**config.mk**
```make
export PLATFORM = sky130hd
export DESIGN_NAME = game_judge
export DESIGN_NICKNAME = d
export VERILOG_FILES = /design/src/rtl/game_judge_pkg.sv /design/src/rtl/game_judge_line_eval.sv /design/src/rtl/game_judge.sv
export SDC_FILE = /design/constraint.sdc
export NUM_CORES = 1
export LEC_CHECK = 0
export ABC_CLOCK_PERIOD_IN_PS = 3700
export BUFFER_PORTS_ARGS = -buffer_cell sky130_fd_sc_hd__buf_2
export CORE_ASPECT_RATIO = 0.75
export CORE_MARGIN = 2
export CORE_UTILIZATION = 25
export CTS_CLUSTER_DIAMETER = 200
export CTS_CLUSTER_SIZE = 28
export DETAILED_ROUTE_END_ITERATION = 6
export GPL_TIMING_DRIVEN = 0
export HOLD_SLACK_MARGIN = 0.06
export SLEW_MARGIN = 20
export SYNTH_ARGS = -nofsm -noshare
export SYNTH_HDL_FRONTEND = slang
export SYNTH_SLANG_ARGS = --single-unit
```
**constraint.sdc**
```tcl
create_clock -name clk -period 3.7 [get_ports clk]
set_clock_uncertainty 0.15 [all_clocks]
set_input_delay 0.37 -clock clk [delete_from_list [all_inputs] [get_ports clk]]
set_output_delay 0.37 -clock clk [all_outputs]
set_load 0.02 [all_outputs]
```
**src/rtl/game_judge_pkg.sv**
```systemverilog
// game_judge_pkg: shared cell/result codes, sizes and FSM states for the tic-tac-toe judge.
package game_judge_pkg;
  localparam int BOARD_W = 18;
  localparam int CELLS   = 9;
  localparam int LINES   = 8;
  localparam logic [1:0] CELL_BLANK = 2'b00;
  localparam logic [1:0] CELL_P1    = 2'b01;
  localparam logic [1:0] CELL_P2    = 2'b10;
  localparam logic [1:0] CELL_ILL   = 2'b11;
  localparam logic [1:0] RES_PLAY   = 2'b00;
  localparam logic [1:0] RES_P1     = 2'b01;
  localparam logic [1:0] RES_P2     = 2'b10;
  localparam logic [1:0] RES_DRAW   = 2'b11;
  typedef enum logic [1:0] {IDLE, SCAN, FULLCHK, DONE} state_e;
endpackage

```
**src/rtl/game_judge_line_eval.sv**
```systemverilog
// line_eval: a line wins when its three cells hold the same nonblank code.
module line_eval
  import game_judge_pkg::*;
(
  input  logic [1:0] a_i,
  input  logic [1:0] b_i,
  input  logic [1:0] c_i,
  output logic       win_o,
  output logic [1:0] winner_o
);
  assign win_o    = (a_i != CELL_BLANK) && (a_i == b_i) && (b_i == c_i);
  assign winner_o = a_i;
endmodule

```
**src/rtl/game_judge.sv**
```systemverilog
// game_judge: snapshots a board on start and scans its eight lines one per cycle.
module game_judge
  import game_judge_pkg::*;
(
  input  logic               clk,
  input  logic               reset,
  input  logic [BOARD_W-1:0] board,
  input  logic               start,
  output logic               busy,
  output logic               done,
  output logic [1:0]         result,
  output logic [2:0]         win_line,
  output logic               error
);
  localparam logic [3:0] LINE_CELLS [LINES][3] = '{
    '{4'd0, 4'd1, 4'd2}, '{4'd3, 4'd4, 4'd5}, '{4'd6, 4'd7, 4'd8},
    '{4'd0, 4'd3, 4'd6}, '{4'd1, 4'd4, 4'd7}, '{4'd2, 4'd5, 4'd8},
    '{4'd0, 4'd4, 4'd8}, '{4'd2, 4'd4, 4'd6}};
  state_e             state_q, state_d;
  logic [BOARD_W-1:0] snap_q, snap_d;
  logic [2:0]         cnt_q, cnt_d;
  logic [1:0]         result_q, result_d;
  logic [2:0]         line_q, line_d;
  logic               error_q, error_d;
  logic               ill, full, win;
  logic [1:0]         winner;
  always_comb begin
    ill  = 1'b0;
    full = 1'b1;
    for (int i = 0; i < CELLS; i++) begin
      ill  = ill | (&snap_q[2*i +: 2]);
      full = full & (|snap_q[2*i +: 2]);
    end
  end
  line_eval u_line_eval (
    .a_i     (snap_q[{LINE_CELLS[cnt_q][0], 1'b0} +: 2]),
    .b_i     (snap_q[{LINE_CELLS[cnt_q][1], 1'b0} +: 2]),
    .c_i     (snap_q[{LINE_CELLS[cnt_q][2], 1'b0} +: 2]),
    .win_o   (win),
    .winner_o(winner)
  );
  always_ff @(posedge clk) begin
    if (reset) begin
      state_q  <= IDLE;
      snap_q   <= '0;
      cnt_q    <= '0;
      result_q <= RES_PLAY;
      line_q   <= '0;
      error_q  <= 1'b0;
    end else begin
      state_q  <= state_d;
      snap_q   <= snap_d;
      cnt_q    <= cnt_d;
      result_q <= result_d;
      line_q   <= line_d;
      error_q  <= error_d;
    end
  end
  // Outputs are rewritten only on entry to DONE so they hold between judgements.
  always_comb begin
    state_d  = state_q;
    snap_d   = snap_q;
    cnt_d    = cnt_q;
    result_d = result_q;
    line_d   = line_q;
    error_d  = error_q;
    unique case (state_q)
      IDLE: if (start) begin
        snap_d  = board;
        cnt_d   = '0;
        state_d = SCAN;
      end
      SCAN: if (cnt_q == 3'd0 && ill) begin
        state_d  = DONE;
        error_d  = 1'b1;
        result_d = RES_PLAY;
        line_d   = '0;
      end else if (win) begin
        state_d  = DONE;
        error_d  = 1'b0;
        result_d = winner;
        line_d   = cnt_q;
      end else if (cnt_q == 3'd7) begin
        state_d = FULLCHK;
      end else begin
        cnt_d = cnt_q + 3'd1;
      end
      FULLCHK: begin
        state_d  = DONE;
        error_d  = 1'b0;
        result_d = full ? RES_DRAW : RES_PLAY;
        line_d   = '0;
      end
      DONE: state_d = IDLE;
    endcase
  end
  assign busy     = state_q != IDLE;
  assign done     = state_q == DONE;
  assign result   = result_q;
  assign win_line = line_q;
  assign error    = error_q;
endmodule

```
==> results.md, run 1 <==
- Status: finished, final reports clean
- Num CTS Buffers: 5
- P_leak: 0.969 nW
- Hold Vio Cnt, Final: 0
- Syn Inst Count: 253
- Final core utilization: 0.311
- Post-synthesis register bit count: 29
- Drt via density: 5.29
- Vias in the first global route: 1,984
- EDFF count, synth: 0
- Via Count: 2,084
- Cells after DPL: 386
- Die Footprint: 9130 um2
- Routability Congestion: 0.926
- Syn avg cell area: 8.28 um2
- Hold Crit Class: in2reg
- DRC violation total after the first TritonRoute iteration: 158
- Clock Latency Late Sink: 290 ps
- Most common cell after layout, fill and taps aside: nand2_1
- Cell area after synthesis: 2090 um2
- Final Max Tran Viols: 0
- Die Span Y: 83.3 um
- Setup Crit Path Kind: reg2reg
- Critical path arrival: 3550 ps
- Setup crit end kind: flip-flop
- DRC Markers: 0
- Clk root buf: clkbuf_8
- Wire per inst: 14.6 um
- PnR Total Power: 1.62 mW
- I/O pins: 29
- Critical path's top delay family: compound AO/OA/AOI/OAI gates
- Critical path data required time: 3730 ps
- Antenna diodes: 0
- Clk sink count: 29
- DRT Pass-1 Iters: 5
- CTS tree: yes
- Total gr overflow: 0
- IO Port Bufs: 28
- Max Cap Viol: 0
- Worst VDD drop: 0.000318 V
- Post-route clock period utilization: 0.950
- Cell Rows: 28
- Initial antenna violation count: 0
- Synthesized Nets: 285
- F_max: 284 MHz
- Final worst slack: 184 ps
- Hold_ws: 165 ps
- Top post-synthesis cells by area: dfxtp_1 28%, nand2_1 7.9%, ha_1 6.6%
- Seq/Total Area, Yosys: 0.277
- Total Wirelength: 5770 um
- DIE WIDTH: 110 um
- RSZ-0062 raised after global routing: no
- Critical path fanouts, max: 10
- Final min period: 3520 ps
- Crit-path cells: inv_1 > ha_1 > nor2b_1 > mux4_2 > and2b_1 > o21a_1 > mux2_4 > a211oi_4 > o2bb2ai_1 > a32o_1
- PD cells: 648 nW/um2
- Post-route ant nets: 0
- Share of cells above drive strength 1: 0.221
- Core area: 8020 um2
- Slowest stage delay, CP: 520 ps
- Reg clk slew, reported paths: 70 ps
- Post CTS Setup Buffer Count: 0
- First-pass GRT wire length: 9730 um
- Most frequent cells in the layout: 44 x nand2_1, 29 x buf_2, 27 x dfxtp_1
- Finished Layout Cells: 394
- Synth Warn #: 0
- Final nets: 320
- Synth async-reset ratio: 0
- Final setup viols: 0
- Synth Flop Type: dfxtp_1
- Synth top area share: 0.277
- Tightest Pin Transition: 505 ps
- Area delta synth->final: 19.3%
- Top cell type by total area after synthesis: dfxtp_1
- Fillers: 850
- Buf/Inv on CP: 1
- Tot GR Track Use: 0.132
- Initial Utilization: 0.261
- Place WS: -68.5 ps
- Max clock buf depth: 2
- Slowest stage cell, crit path: mux4_2
- Largest net degree at the start of global routing: 11
- Startpoint Class: flip-flop
- # H-tree levels: 2
- Slew HR: 0.663
- Distinct cells, synth: 55
- HPWL after DPL: 4390 um
## tightest hold or removal path, stage by stage
cell	delay, ps
buf_2	90
nand2_1	50
a21oi_1	50
## final timing paths
path         startpoint          to  slack, ps  depth (start not counted)
max            cnt_q[0]    cnt_q[1]        180                         10
min reg2reg       error       error        340                          2
max reg2reg    cnt_q[0]    cnt_q[1]        180                         10
min           board[10]  snap_q[10]        170                          3
## flip-flops by register name, indices dropped and copies added (netlist names)
| signal | count |
|---|---|
| cnt_q | 3 |
| error | 1 |
| result | 2 |
| snap_q | 18 |
| state_q | 2 |
| win_line | 3 |
## cells by family after synthesis
logic type               Yosys count  share of synthesized area
multiplexers                      22                      0.148
AND/OR/NAND/NOR                   90                      0.198
adder cells (fa/ha/maj)           11                     0.0657
flip-flops                        29                      0.277
buffers and inverters             22                     0.0472
AO/OA/AOI/OAI                     79                      0.264
## stage by stage
step / setup TNS [ps] / cell area [um2]
5_1_grt: 0 / 2500
3_5_place_dp: -155 / 2370
4_1_cts: 0 / 2490
2_1_floorplan: 0 / 2090
6_report: 0 / 2500
3_3_place_gp: -207 / 2370
## Yosys cell counts, drive strengths merged (3+ instances only)
cell    count
nand2      45
dfxtp      29
a21oi      26
nor2       19
inv        12
ha         11
mux2i      10
o21ai      10
clkbuf      6
mux2        6
mux4        6
a31oi       5
o211ai      5
o22ai       5
buf         4
nor3        4
o41ai       4
or3         4
a22oi       3
nand2b      3
o32ai       3
## area by class of cell
cell class                 count  area, um2  area share
multi-input combinational    202       1420       0.570
sequential                    29        583       0.233
clock buffer                   6       82.6      0.0330
timing repair buffer          28        140      0.0561
clock inverter                 2       37.5      0.0150
buffer                        10       55.1      0.0220
tap                          105        131      0.0526
inverter                      12       45.0      0.0180
## layer usage
layer  vias up  track usage  share of wire
li1       1007            -              -
met1       980        0.194           0.49
met2        88        0.185           0.42
met3         9       0.0369          0.082
met4         0       0.0368          0.013
met5         -            0              0
## power breakdown
group	internal, mW	switching [mW]	total [mW]
combinational	0.328	0.481	0.809
sequential	0.372	0.0885	0.461
clock	0.219	0.130	0.349
total	0.919	0.700	1.62
## repair_timing
| action | CTS | global route |
|---|---|---|
| pin swaps | 0 | 0 |
| setup endpoints to repair | 4 | 9 |
| gates cloned | 0 | 0 |
| resized for setup | 1 | 5 |
| hold buffers | 0 | 0 |
No activity file was read; power rests on OpenSTA's default activity.
==> run 2: changes to the inputs <==
--- a/config.mk
+++ b/config.mk
@@ -6,13 +6,13 @@
 export NUM_CORES = 1
 export LEC_CHECK = 0
 export ABC_CLOCK_PERIOD_IN_PS = 3700
-export BUFFER_PORTS_ARGS = -buffer_cell sky130_fd_sc_hd__buf_2
 export CORE_ASPECT_RATIO = 0.75
 export CORE_MARGIN = 2
 export CORE_UTILIZATION = 25
 export CTS_CLUSTER_DIAMETER = 200
 export CTS_CLUSTER_SIZE = 28
 export DETAILED_ROUTE_END_ITERATION = 6
+export DONT_BUFFER_PORTS = 1
 export GPL_TIMING_DRIVEN = 0
 export HOLD_SLACK_MARGIN = 0.06
 export SLEW_MARGIN = 20
==> run 2 against run 1 <==
  * Clock-buffer cell count did not move
  * Combinational power decreased by 4.8%
  * First-iteration DRC count decreased by 23%
  * Sequential power up 4.3%
  * Critical endpoint is now cnt_q[2]
  * Highest routed layer unchanged
==> results.md, run 2 (synthesis results as in run 1) <==
- Status: finished, final reports clean
- Final core utilization: 0.291
- Total Wirelength: 5790 um
- FF-to-FF End: cnt_q[2]
- RSZ-0062 raised after global routing: no
- Critical Path Stages: 11
- First-pass GRT wire length: 9520 um
- Post_cts resized: 1
- Final min period: 3450 ps
- Largest net degree at the start of global routing: 11
- Die Span Y: 83.3 um
- Area delta synth->final: 11.4%
- Critical path's top delay family: compound AO/OA/AOI/OAI gates
- Buf/Inv on CP: 2
- Tightest Pin Transition: 532 ps
- Final Max Tran Viols: 0
- Drt via density: 5.39
- Antenna diodes: 0
- Wire per inst: 15.8 um
- Reg2reg setup slack: 250 ps
- Hold Vio Cnt, Final: 0
- Num CTS Buffers: 5
- CP startpoint: cnt_q[0]
- Setup_tns: 0 ps
- Post-DP Area: 2230 um2
- Tot GR Track Use: 0.132
- Place WS: -131 ps
- Critical path arrival: 3470 ps
- PD cells: 646 nW/um2
- F_max: 290 MHz
- Cell Rows: 28
- Max reg flops: 18
- Setup Crit Path Kind: reg2reg
- Initial antenna violation count: 0
- Hold Crit Class: in2reg
- Max clock buf depth: 2
- Clock Latency Late Sink: 280 ps
- Via Count: 1,971
- Post-route clock period utilization: 0.932
- PnR Total Power: 1.51 mW
- DRC violation total after the first TritonRoute iteration: 121
- Startpoint Class: flip-flop
- Crit-path cells: inv_1 > ha_1 > buf_6 > mux2i_4 > mux2i_1 > a22oi_1 > o32ai_4 > mux2_4 > a211oi_4 > o2bb2ai_1 > a32o_1
- Hold_ws: 62.6 ps
- Most common cell after layout, fill and taps aside: nand2_1
- I/O pins: 29
- Share of cells above drive strength 1: 0.134
- Max Cap Viol: 0
- Worst VDD drop: 0.000306 V
- Clk root buf: clkbuf_8
- Slew HR: 0.646
- Final nets: 292
- Hold buffer count at cts: 0
- Reg clk slew, reported paths: 70 ps
- Post-route ant nets: 0
- Final setup viols: 0
- RR Startpoint: cnt_q[0]
- CTS tree: yes
- IO Port Bufs: 0
- Post-route cell area: 2330 um2
- Vias in the first global route: 1,874
- Routability Congestion: 0.898
- Clk sink count: 29
- Final worst slack: 251 ps
- Initial Utilization: 0.261
- P_leak: 0.833 nW
- Core area: 8020 um2
- Slowest stage delay, CP: 450 ps
- HPWL after DPL: 4370 um
- End point of the critical path: cnt_q[2]
- Cell count of the worst hold path: 2
- Post CTS Setup Buffer Count: 0
- Biggest register: snap_q
- Die Footprint: 9130 um2
- DRC Markers: 0
- Cells after DPL: 358
- Finished Layout Cells: 366
- Cell depth of the worst flop-to-flop path: 11
- Slowest stage cell, crit path: dfxtp_2
- Total gr overflow: 0
- Critical path fanouts, max: 10
- DIE WIDTH: 110 um
- Most frequent cells in the layout: 44 x nand2_1, 27 x dfxtp_1, 26 x a21oi_1
- # H-tree levels: 2
- Critical path data required time: 3720 ps
- DRT Pass-1 Iters: 4
- Setup crit end kind: flip-flop
-- run 2: cell types whose count changed in the layout (fill, tap and decap cells not counted), sizes merged --
| cell | delta |
|---|---|
| buf | -28 |
| bufinv | -1 |
| clkinv | +2 |
| clkinvlp | -1 |
-- run 2: worst min-delay path by stage --
stage / start / to / slack, ps
floorplan: snap_q[17] / snap_q[17] / 310
global placement: snap_q[17] / snap_q[17] / 330
detailed placement: snap_q[17] / snap_q[17] / 360
CTS: board[12] / snap_q[12] / 60
global route: board[8] / snap_q[8] / 70
finish: board[12] / snap_q[12] / 60
-- run 2: final cells by class --
class | instances | area, um2
clock inverters | 2 | 10.0
multi-input cells | 202 | 1440
fillers | 850 | 5690
flip-flops and latches | 29 | 583
well taps | 105 | 131
clock buffers | 6 | 72.6
inverters | 12 | 45.0
plain buffers | 10 | 53.8
-- run 2: layer usage --
| metal | share of wire | track usage | wire length, um |
|---|---|---|---|
| met4 | 0.014 | 0.0391 | 83 |
| met3 | 0.095 | 0.0385 | 547 |
| met1 | 0.46 | 0.190 | 2690 |
| met2 | 0.43 | 0.187 | 2470 |
| met5 | 0 | 0 | 0 |
-- run 2: power by group --
group	internal [mW]	switching, mW
sequential	0.372	0.109
combinational	0.314	0.456
clock	0.130	0.127
total	0.816	0.692
==> run 3: changes to the inputs <==
--- a/config.mk
+++ b/config.mk
@@ -8,13 +8,14 @@
 export ABC_CLOCK_PERIOD_IN_PS = 3700
 export CORE_ASPECT_RATIO = 0.75
 export CORE_MARGIN = 2
-export CORE_UTILIZATION = 25
+export CORE_UTILIZATION = 50
 export CTS_CLUSTER_DIAMETER = 200
 export CTS_CLUSTER_SIZE = 28
 export DETAILED_ROUTE_END_ITERATION = 6
 export DONT_BUFFER_PORTS = 1
 export GPL_TIMING_DRIVEN = 0
 export HOLD_SLACK_MARGIN = 0.06
+export REMOVE_ABC_BUFFERS = 1
 export SLEW_MARGIN = 20
 export SYNTH_ARGS = -nofsm -noshare
 export SYNTH_HDL_FRONTEND = slang
==> run 3 against run 2 <==
  * Die area down 48%
  * Routed wire length shrank 4.9%
  * Clock-buffer cell count did not move
  * First-iteration DRC count grew 89%
  * Worst hold slack worse by 2.0 ps
  * Setup slack got worse by 45 ps
  * Non-clock buffer count is 1 lower
  * Largest cell class unchanged
==> results.md, run 3 (synthesis results as in run 1) <==
- Post-route clock period utilization: 0.944
- Antenna diodes: 0
- Total gr overflow: 0
- DRT met1 WL: 2760 um
- Critical path's top delay family: compound AO/OA/AOI/OAI gates
- Die Footprint: 4730 um2
- Critical path arrival: 3500 ps
- Max Cap Viol: 0
- Slowest stage cell, crit path: ha_2
- Critical path data required time: 3700 ps
- Biggest register: snap_q
- Reg clk slew, reported paths: 70 ps
- Final Max Tran Viols: 0
- Initial antenna violation count: 0
- Worst VDD drop: 0.000320 V
- Routability Congestion: 0.934
- # H-tree levels: 2
- Total Wirelength: 5510 um
- Max reg flops: 18
- Final min period: 3490 ps
- P_leak: 0.856 nW
- DRC Markers: 0
- Slew HR: 0.343
- Max clock buf depth: 2
- Post-route ant nets: 0
- Clk sink count: 29
- IO Port Bufs: 0
- Share of cells above drive strength 1: 0.131
- Most used cell, CP: inv_1
- Initial Utilization: 0.520
- Crit-path cells: inv_1 > ha_2 > inv_1 > or3_1 > a32oi_1 > o22ai_1 > o41a_1 > a21boi_1 > o211ai_1 > o41ai_1
- Post-route cell area: 2350 um2
- Tightest Pin Transition: 983 ps
- F_max: 286 MHz
- First-pass GRT wire length: 8950 um
- CTS tree: yes
- Tot GR Track Use: 0.255
- Most frequent cells in the layout: 44 x nand2_1, 27 x dfxtp_1, 26 x a21oi_1
- Final nets: 291
- Setup crit end kind: flip-flop
- Clock Latency Late Sink: 300 ps
- Status: finished, final reports clean
- HPWL after DPL: 3920 um
- Vias in the first global route: 1,778
- DRC violation total after the first TritonRoute iteration: 229
- Clk root buf: clkbuf_8
- CP startpoint: cnt_q[0]
- Startpoint Class: flip-flop
- Slowest stage delay, CP: 540 ps
- Critical path fanouts, max: 15
- RR Startpoint: cnt_q[0]
- Fillers: 386
- Die Span Y: 60.1 um
- Hold Crit Class: in2reg
- Met2 routed wirelength: 2180 um
- Area delta synth->final: 12.1%
- Num CTS Buffers: 5
- DIE WIDTH: 78.7 um
- DRT Pass-1 Iters: 5
- Buf/Inv on CP: 2
- I/O pins: 29
- Final setup viols: 0
- PD cells: 681 nW/um2
- Hold Startpoint: board[13]
- Cell Rows: 20
- Hold Vio Cnt, Final: 0
- Highest Signal Layer: met4
- Setup Crit Path Kind: reg2reg
- Core area: 4030 um2
- Final core utilization: 0.583
- PnR Total Power: 1.60 mW
- Met3 WL: 495 um
- Via Count: 1,938
- Largest net degree at the start of global routing: 27
- Wire per inst: 17.5 um
- Drt via density: 6.15
- Most common cell after layout, fill and taps aside: nand2_1
- Post-DP Area: 2110 um2
==> run 3: changes by cell type in the layout (fill, tap and decap cells not counted) <==
cell / change
buf_1: -1
dlygate4sd3_1: +9
clkinv_2: -2
clkinvlp_4: +1
buf_2: -1
clkbuf_8: +1
ha_1: -1
clkbuf_1: -7
buf_6: -2
bufinv_16: +1
ha_2: +1
==> run 3: worst paths after layout <==
| path | end | slack, ps | cells past startpoint |
|---|---|---|---|
| worst max-delay path | win_line[2] | 210 | 10 |
| worst min-delay path | snap_q[13] | 60 | 2 |
| worst max register to register | win_line[2] | 210 | 10 |
| worst min register to register | snap_q[8] | 360 | 2 |
==> run 3: metrics by stage <==
stage | hold slack, ps | setup WS (ps) | instances | setup TNS [ps]
2_1_floorplan | 289 | 456 | 243 | 0
3_3_place_gp | 291 | -180 | 298 | -557
3_5_place_dp | 293 | -166 | 298 | -501
4_1_cts | 63.0 | 148 | 315 | 0
5_1_grt | 64.6 | -8.25 | 315 | -8.99
6_report | 60.5 | 206 | 315 | 0
==> run 3: worst register-to-register path, stage by stage (launching register included) <==
cell      delay (ps)
dfxtp_2          480
inv_1            220
ha_2             540
inv_1            130
or3_1            370
a32oi_1          250
o22ai_1          180
o41a_1           490
a21boi_1         200
o211ai_1         210
o41ai_1          110
==> run 3: area by class of cell <==
| type | instances | area [um2] | area share |
|---|---|---|---|
| multi-input combinational | 202 | 1440 | 0.614 |
| tap | 55 | 68.8 | 0.0293 |
| clock inverter | 2 | 37.5 | 0.0160 |
| timing repair buffer | 9 | 90.1 | 0.0384 |
| clock buffer | 6 | 82.6 | 0.0352 |
| inverter | 12 | 45.0 | 0.0192 |
| sequential | 29 | 583 | 0.248 |
==> run 3: report_power, final <==
group | switching [mW] | internal (mW)
clock | 0.137 | 0.219
sequential | 0.106 | 0.372
combinational | 0.457 | 0.308
total | 0.700 | 0.899
==> run 3: per-layer routing <==
metal | vias to the layer above | track usage
met5 | - | 0
met4 | 0 | 0.100
met2 | 85 | 0.344
met1 | 893 | 0.385
met3 | 8 | 0.0619
li1 | 952 | -
==> run 3: what timing repair did <==
item / CTS / global route
endpoints found under the hold margin: 26 / 0
gates resized for setup: 3 / 3
hold buffers: 9 / 0
setup endpoints to repair: 9 / 10
buffers inserted: 0 / 0
